$ cat config.mk
export PLATFORM = sky130hd
export DESIGN_NAME = fifo_pop_arbiter
export DESIGN_NICKNAME = d
export VERILOG_FILES = /design/src/rtl/fifo_pop_arbiter_pkg.sv /design/src/rtl/rr_grant.sv /design/src/rtl/fifo_pop_arbiter.sv
export SDC_FILE = /design/constraint.sdc
export NUM_CORES = 1
export LEC_CHECK = 0
export CELL_PAD_IN_SITES_DETAIL_PLACEMENT = 1
export CELL_PAD_IN_SITES_GLOBAL_PLACEMENT = 2
export CORE_MARGIN = 1.5
export CORE_UTILIZATION = 24
export CTS_CLUSTER_SIZE = 24
export DETAILED_ROUTE_END_ITERATION = 6
export MAX_ROUTING_LAYER = met4
export PLACE_DENSITY_LB_ADDON = 0.12
export SYNTH_ARGS = -nofsm -noshare
export SYNTH_HDL_FRONTEND = slang
export SYNTH_SLANG_ARGS = --single-unit
$ cat constraint.sdc
create_clock -name clk -period 3.6 [get_ports clk]
set_clock_uncertainty 0.15 [all_clocks]
set_input_delay 1.08 -clock clk [delete_from_list [all_inputs] [get_ports clk]]
set_output_delay 1.08 -clock clk [all_outputs]
set_load 0.01 [all_outputs]
$ cat src/rtl/fifo_pop_arbiter_pkg.sv
// Shared definitions for the FIFO drain-side arbiter: state encoding, port count,
// destination-field positions and pop counter width.
package fifo_pop_arbiter_pkg;

    localparam int NUM_PORTS = 4;
    localparam int PORT_W    = 2;
    localparam int CNT_W     = 16;

    typedef enum logic [1:0] {
        ST_IDLE  = 2'd0,
        ST_GRANT = 2'd1,
        ST_HOLD  = 2'd2,
        ST_ERROR = 2'd3
    } state_e;

    // Destination field occupies the two most significant bits of a word.
    function automatic int dest_msb(input int data_size);
        return data_size - 1;
    endfunction

    function automatic int dest_lsb(input int data_size);
        return data_size - 2;
    endfunction

endpackage

$ cat src/rtl/rr_grant.sv
// Combinational round-robin picker: first requester after last_i, wrapping modulo NUM_PORTS.
module rr_grant
    import fifo_pop_arbiter_pkg::*;
(
    input  logic [NUM_PORTS-1:0] req_i,
    input  logic [PORT_W-1:0]    last_i,
    output logic [NUM_PORTS-1:0] gnt_o,
    output logic [PORT_W-1:0]    idx_o
);

    logic              found;
    logic [PORT_W-1:0] cand;

    always_comb begin
        gnt_o = '0;
        idx_o = last_i;
        found = 1'b0;
        cand  = '0;
        // k == NUM_PORTS wraps back to last_i, so a lone requester can win repeatedly.
        for (int k = 1; k <= NUM_PORTS; k++) begin
            cand = last_i + PORT_W'(k);
            if (!found && req_i[cand]) begin
                found        = 1'b1;
                idx_o        = cand;
                gnt_o[cand]  = 1'b1;
            end
        end
    end

endmodule

$ cat src/rtl/fifo_pop_arbiter.sv
// Pops four input FIFOs round-robin and routes each word by its top two bits to one of four
// output FIFOs, read-to-write latency 2; optional per-input pop counters under POP_COUNT_EN.
module fifo_pop_arbiter
    import fifo_pop_arbiter_pkg::*;
#(
    parameter int DATA_SIZE = 8
) (
    input  logic                           clk,
    input  logic                           reset,
    input  logic [NUM_PORTS-1:0]           fifo_empty_in,
    input  logic [NUM_PORTS*DATA_SIZE-1:0] data_out_pop_in,
    output logic [NUM_PORTS-1:0]           read_out,
    input  logic [NUM_PORTS-1:0]           almost_full_out_in,
    input  logic [NUM_PORTS-1:0]           fifo_pause_out_in,
    input  logic [NUM_PORTS-1:0]           fifo_error_out_in,
    output logic [NUM_PORTS-1:0]           write_out,
    output logic [DATA_SIZE-1:0]           data_in_push_out,
    output logic                           arb_error
`ifdef POP_COUNT_EN
    ,
    output logic [NUM_PORTS*CNT_W-1:0]     pop_count
`endif
);

    localparam int DMSB = dest_msb(DATA_SIZE);
    localparam int DLSB = dest_lsb(DATA_SIZE);

    state_e                 state_q, state_d;
    logic [PORT_W-1:0]      last_q;
    logic                   pend_vld_q;
    logic [PORT_W-1:0]      pend_idx_q;
    logic [NUM_PORTS-1:0]   write_q;
    logic [DATA_SIZE-1:0]   data_q;

    logic [NUM_PORTS-1:0]   req;
    logic [NUM_PORTS-1:0]   gnt;
    logic [PORT_W-1:0]      gnt_idx;
    logic                   bp;
    logic                   err;
    logic [DATA_SIZE-1:0]   pend_word;

    assign req       = ~fifo_empty_in;
    assign bp        = |almost_full_out_in || |fifo_pause_out_in;
    assign err       = |fifo_error_out_in;
    assign pend_word = data_out_pop_in[int'(pend_idx_q)*DATA_SIZE +: DATA_SIZE];

    rr_grant u_rr_grant (
        .req_i  (req),
        .last_i (last_q),
        .gnt_o  (gnt),
        .idx_o  (gnt_idx)
    );

    // Pop strobe is combinational so backpressure or an error blocks it in the same cycle.
    always_comb begin
        state_d  = state_q;
        read_out = '0;
        case (state_q)
            ST_IDLE: begin
                if (|req && !bp) state_d = ST_GRANT;
            end
            ST_GRANT: begin
                if (bp) begin
                    state_d = ST_HOLD;
                end else begin
                    read_out = gnt;
                    if (!(|req)) state_d = ST_IDLE;
                end
            end
            ST_HOLD: begin
                if (!bp) state_d = |req ? ST_GRANT : ST_IDLE;
            end
            default: state_d = ST_ERROR;
        endcase
        if (err) begin
            state_d  = ST_ERROR;
            read_out = '0;
        end
    end

    always_ff @(posedge clk or posedge reset) begin
        if (reset) begin
            state_q    <= ST_IDLE;
            last_q     <= PORT_W'(NUM_PORTS - 1);
            pend_vld_q <= 1'b0;
            pend_idx_q <= '0;
            write_q    <= '0;
            data_q     <= '0;
        end else begin
            state_q    <= state_d;
            pend_vld_q <= |read_out;
            pend_idx_q <= gnt_idx;
            if (|read_out) last_q <= gnt_idx;
            // In-flight words complete regardless of HOLD or ERROR.
            write_q <= '0;
            if (pend_vld_q) begin
                write_q[pend_word[DMSB:DLSB]] <= 1'b1;
                data_q                        <= pend_word;
            end
        end
    end

    assign write_out        = write_q;
    assign data_in_push_out = data_q;
    assign arb_error        = (state_q == ST_ERROR);

`ifdef POP_COUNT_EN
    logic [NUM_PORTS-1:0][CNT_W-1:0] cnt_q;

    always_ff @(posedge clk or posedge reset) begin
        if (reset) begin
            cnt_q <= '0;
        end else begin
            for (int i = 0; i < NUM_PORTS; i++) begin
                if (read_out[i]) cnt_q[i] <= cnt_q[i] + 1'b1;
            end
        end
    end

    assign pop_count = cnt_q;
`endif

endmodule

== Yosys cells after proc, flatten, opt, wreduce, memory -nomap -nowiden ==
Cells that the tools add are included.

* Bits in registers: 19
* Bits in latches: 0
* RAM bits: 0
* Bits in read-only memories: 0
* Input bits: 50
* Output and inout bits: 17
* Logic and storage cells: 91
* Memories kept: 0

* $add $sub $neg: 3
* $mul: 0
* Divide/modulo/power cells: 0
* Magnitude comparators: 10
* Equal/unequal tests: 6
* Shift-type cells: 1
* Muxes and demuxes: 40
* Bitwise logic cells: 4
* Reduce and logical (&&, ||, !) cells: 21

{| class="wikitable"
|+ Operators by type and width
! kind !! count
|-
| $mux 4 || 8
|-
| $shiftx 32x6->8 || 1
|-
| $reduce_or 4->1 || 5
|-
| $mux 2 || 9
|-
| $lt 2x3->1 const B || 5
|-
| $mux 1 || 13
|-
| $or 4x4->4 || 3
|-
| $demux 1 s2 || 5
|-
| $ge 2x1->1 const B || 5
|-
| $logic_and 1x1->1 || 9
|-
| $bmux 1 s2 || 4
|-
| $ne 3x3->1 const B || 2
|-
| $pmux 2 s3 || 1
|-
| $add 2x2->2 const B || 2
|-
| $eq 2x2->1 const B || 2
|-
| $logic_not 1->1 || 4
|-
| $ne 4x4->1 const B || 1
|-
| $not 4->4 || 1
|-
| $reduce_and 3->1 || 1
|-
| $add 2x1->2 const B || 1
|-
| $eq 2x1->1 const B || 1
|-
| $logic_not 2->1 || 1
|-
| $logic_or 1x1->1 || 1
|}

== Longest topological paths before layout ==
* Word-level depth: 17
* Gate-level depth with buffers: 10
* Mapped depth without buffers: 8

== Modules after synthesis ==
From an unflattened synthesis, not the netlist that was laid out.

* Cell total of the unflattened synthesis: 112
* Area total of the unflattened synthesis: 1,448.9 sq um

{| class="wikitable"
|+ By module, submodules not included
! module !! times used !! cells an instance !! area each (sq um)
|-
| fifo_pop_arbiter || 1 || 70 || 1,019.7
|-
| rr_grant || 1 || 42 || 429.2
|}

== Worst setup path before layout ==
No wires, ideal clock.

* Path type: reg-to-output
* From: register last_q[0]
* To: output read_out[2]
* Arrival time: 2.362 ns
* Setup slack: 0.008 ns
* Stages on the path, launching flop included: 10
* Path through: dfstp_2 buf_6 inv_1 ha_1 buf_4 mux2i_1 mux2_2 nor3_2 nand2_1 a31oi_1

* Cells in the longest elaborated chain, start to end: 16

{| class="wikitable"
|+ RTL lines
! what !! RTL line !! RTL
|-
| from (decl) || fifo_pop_arbiter.sv:29 || <nowiki>logic [PORT_W-1:0] last_q;</nowiki>
|-
| from (signal assigned) || fifo_pop_arbiter.sv:84 || <nowiki>last_q <= PORT_W'(NUM_PORTS - 1);</nowiki>
|-
| from (signal assigned) || fifo_pop_arbiter.sv:93 || <nowiki>if (|read_out) last_q <= gnt_idx;</nowiki>
|-
| branches (longest 12 deep; another with $lt 2x3->1) || -- ||
|-
| $mux 4 (*) || rr_grant.sv:22 || <nowiki>if (!found && req_i[cand]) begin</nowiki>
|-
| $mux 4 (*) || fifo_pop_arbiter.sv:63 || <nowiki>if (bp) begin</nowiki>
|-
| $mux 4 (*) || fifo_pop_arbiter.sv:58 || <nowiki>case (state_q)</nowiki>
|-
| $mux 4 (*) || fifo_pop_arbiter.sv:75 || <nowiki>if (err) begin</nowiki>
|-
| to (decl) || fifo_pop_arbiter.sv:12 || <nowiki>output logic [NUM_PORTS-1:0] read_out,</nowiki>
|}

Mark *: on every way between the ends. The select of a mux whose other input is x is not followed.

== Worst setup path in the final report ==
* From: input fifo_empty_in[0]
* To: output read_out[2]

* Cells in the longest elaborated chain, start to end: 16

{| class="wikitable"
|+ RTL lines
! what !! RTL line !! RTL
|-
| from (decl) || fifo_pop_arbiter.sv:10 || <nowiki>input logic [NUM_PORTS-1:0] fifo_empty_in,</nowiki>
|-
| $not 4->4 (*) || fifo_pop_arbiter.sv:42 || <nowiki>assign req = ~fifo_empty_in;</nowiki>
|-
| $bmux 1 s2 || rr_grant.sv:22 ||
|-
| $mux 1 (implied by the code) || rr_grant.sv:22 ||
|-
| $mux 1 || rr_grant.sv:22 ||
|-
| $logic_not 1->1 || rr_grant.sv:22 ||
|-
| $logic_and 1x1->1 || rr_grant.sv:22 ||
|-
| $mux 1 || rr_grant.sv:22 ||
|-
| $logic_not 1->1 || rr_grant.sv:22 ||
|-
| $logic_and 1x1->1 || rr_grant.sv:22 ||
|-
| $mux 1 || rr_grant.sv:22 ||
|-
| $logic_not 1->1 || rr_grant.sv:22 ||
|-
| $logic_and 1x1->1 || rr_grant.sv:22 ||
|-
| $mux 4 (*) || rr_grant.sv:22 ||
|-
| $mux 4 (*) || fifo_pop_arbiter.sv:63 ||
|-
| $mux 4 (*) || fifo_pop_arbiter.sv:58 ||
|-
| $mux 4 (*) || fifo_pop_arbiter.sv:75 ||
|}

Mark *: on every way between the ends. The rest lies on a longest branch, timed or not. The select of a mux whose other input is x is not followed.

==> results.tsv <==
stage	metric	value	unit
global_route	grt_max_degree	20	
clock_network	clockBufferDepth	2	
power	comb_power_share	0.269	
sta	tightest_slew	0.696	ns
clock_network	htreeDepth	1	
sta	slew-limit-headroom	0.536	
synth	ys.flop_type	dfrtp_1	
sta	period_share	1.04	
placed_design	pre_cts_slack	-1.00	ns
floorplan	fp.dieW	80.4	um
floorplan	dieArea	0.00646	mm2
final_layout	final_cell_mix	clkdlybuf4s50_1 (48), buf_4 (29), dfrtp_1 (17), mux4_2 (12), inv_1 (10)	
worst_setup_path	cp_cell_sequence	buf_8 > mux4_2 > buf_6 > nand3b_1 > o21ai_2 > nand2_2 > a31oi_4 > buf_6	
sta	finalSetupViolations	4	
worst_hold_path	hp-class	reg -> reg	
final_layout	diodes	0	
sta	hold_violations	0	
power	clkPwrFrac	0.290	
floorplan	std_cell_rows	28	
global_route	grt.overflow.total	0	
worst_setup_path	slowest_delay	0.52	ns
worst_setup_path	startpoint_type	primary input	
power	power.leakage	0.00109	uW
power	power.density	196	mW/mm2
synth	syn_nets	183	
clock_network	cts_tree	built	
floorplan	initial_core_util	0.246	
worst_setup_path	crit_required	2.37	ns
clock_network	clk_latency	0.25	ns
floorplan	die_h	80.4	um
synth	synth_edf_count	0	
clock_network	clk_pin_slew	0.07	ns
synth	synth_area_leaders	dfrtp_1 (30%), mux4_2 (16%), mux2_2 (6.3%)	
clock_network	cts_root_buf	clkbuf_8	
worst_setup_path	cp-end-kind	output port	
worst_setup_path	cp_slowest_cell	mux4_2	
run	timing.max_cap.violations	0	
outcome	outcome	complete, but fails checks	
power	p_sw_frac	0.233	
sta	tns	-0.401	ns
floorplan	io_pins	67	
worst_setup_path	critPathTopFamily	multiplexers	
synth	synth.distinct_cells	43	
power	internal_power	382	uW
worst_setup_path	worstSetupPathType	in -> out	
power	pwr-share-seq	0.442	
synth	seq_area_frac_synth	0.332	
final_layout	drive_gt1_frac	0.399	
synth	synth_top_area_cell	dfrtp_1	
synth	synthArstFlopShare	1.00	
final_layout	nNetsFinal	280	
power	finalPower	498	uW
route	drc	0	
worst_setup_path	cp.arrival	2.50	ns
worst_setup_path	crit_top_cell	buf_6	
floorplan	core	0.00585	mm2
route	vias_per_cell	4.83	
synth	syn_inst	127	
clock_network	cts_sinks	19	
synth	yosysWarnings	0	
worst_setup_path	cp_max_fo	5	
route	routedWlPerCell	16.2	um
sta	slew_violations	0	
final_layout	mostFrequentLayoutCell	clkdlybuf4s50_1	
synth	synth_top_area_frac	0.296	
worst_setup_path	path_buf_inv	3	
route	totalWireLength	4810	um
synth	netlist_area	0.00144	mm2
route	dr_total_vias	1438	
power	p_sw	116	uW
global_route	grt_pass1_vias	1686	
placed_design	portBuffers	66	
placed_design	post-dp-hpwl	3520	um
final_layout	syn2layout_area_growth	76.6	%
outcome	failed_checks	setup timing	
clock_network	cts_inserted_buffers	3	
synth	ys_ff_latch	19	
power	ir_drop	0.0959	mV
sta	layout_setup_ws	-0.126	ns
global_route	grtUsageTotal	0.165	
route	drt-initial-drc-count	34	
global_route	grt_pass1_wl	8060	um
final_layout	fill_cells	648	
route	firstDrtPassIters	4	
global_route	antenna_found_initial	0	
synth	synth.avg_cell_area	11.3	um2
placed_design	gp_congestion	0.860	
sta	fmax	0.268	GHz
route	ant_nets	0	
sta	grt_setup_unrepaired	yes	
sta	fin_crit	3.73	ns
timing repair:
item | in CTS | in global routing
endpoints found under the hold margin | 0 | 0
setup endpoints to repair | 5 | 4
gates resized for setup | 71 | 6
hold buffers | 0 | 0
cloned | 1 | 0
pin swaps | 13 | 3
setup buffers | 8 | 2
per-layer routing:
metal	GRT usage	vias to the layer above	wire, um
met5	-	-	0
met4	0.0638	0	88
met3	0.0182	8	210
met2	0.303	35	2660
met1	0.183	720	1850
li1	-	675	-
synth_stat cells (all sizes together), types with 2 or more instances:
| master | number |
|---|---|
| nor3b | 2 |
| clkbuf | 2 |
| a31oi | 2 |
| o22a | 2 |
| nand3 | 2 |
| nand3b | 2 |
| ha | 6 |
| o22ai | 2 |
| mux4 | 12 |
| buf | 4 |
| inv | 10 |
| mux2i | 2 |
| o21ai | 8 |
| xnor2 | 2 |
| nand2 | 7 |
| nand2b | 2 |
| dfrtp | 17 |
| mux2 | 9 |
| and2 | 2 |
| nor4 | 3 |
| a21oi | 5 |
| dfstp | 2 |
| nor2 | 10 |
logic make-up after synthesis:
group,after synthesis,synth area share
muxes,23,0.280
and+or+nand+nor,33,0.122
adders and majority gates,6,0.0522
xor gates and xnor gates,2,0.0122
AOI/OAI and AO/OA,28,0.146
buffers and inverters,16,0.0548
DFF,19,0.332
sequential cells by signal, summed over array words and instances (netlist names):
signal / flops
state_q: 2
pend_vld_q: 1
data_in_push_out: 8
pend_idx_q: 2
write_out: 4
last_q: 2
area by class of cell:
cell class                 instances  area [um2]  share of cell area
clock buffer                       3        41.3              0.0163
clock inverter                     1        5.00             0.00197
sequential                        19         478               0.188
timing repair buffer              97         891               0.351
multi-input combinational         93         992               0.391
inverter                          10        37.5              0.0148
tap                               75        93.8              0.0370
path summary, 6_finish.rpt:
check	cells after the start	slack, ns	startpoint	endpoint
max	8	-0.13	fifo_empty_in[0]	read_out[2]
min	1	0.36	data_in_push_out[5]$_DFFE_PP0P_	data_in_push_out[5]$_DFFE_PP0P_
max reg2reg	10	0.47	last_q[1]$_DFFE_PP1P_	last_q[1]$_DFFE_PP1P_
min reg2reg	1	0.36	data_in_push_out[5]$_DFFE_PP0P_	data_in_push_out[5]$_DFFE_PP0P_
max in group asynchronous	2	1.77	reset	data_in_push_out[0]$_DFFE_PP0P_
min in group asynchronous	2	1.09	reset	write_out[2]$_DFF_PP0_
power groups by stage:
stage	sequential, uW	combinational, uW	clock [uW]
5_1_grt	221	144	166
6_report	220	134	144
3_3_place_gp	224	116	0
4_1_cts	220	131	151
3_5_place_dp	224	118	0
2_1_floorplan	219	49.9	0
worst reg2reg max path: stages, from the launching register on:
cell and delay, ns:
dfstp_2 0.53, inv_1 0.05, ha_2 0.40, buf_4 0.16
mux4_2 0.40, o22a_1 0.25, buf_4 0.13, buf_4 0.13
a2111oi_4 0.32, a31oi_1 0.21, mux2_4 0.33
through the flow:
step,instances,cell area [um2],hold slack [ns],utilization
2_1_floorplan,127,1440,0.370,-
3_5_place_dp,283,2310,0.344,0.395
5_1_grt,298,2540,0.379,0.434
4_1_cts,296,2500,0.360,0.427
3_3_place_gp,283,2310,0.342,0.395
6_report,298,2540,0.356,0.434
Power figures use the tool's default switching activity.
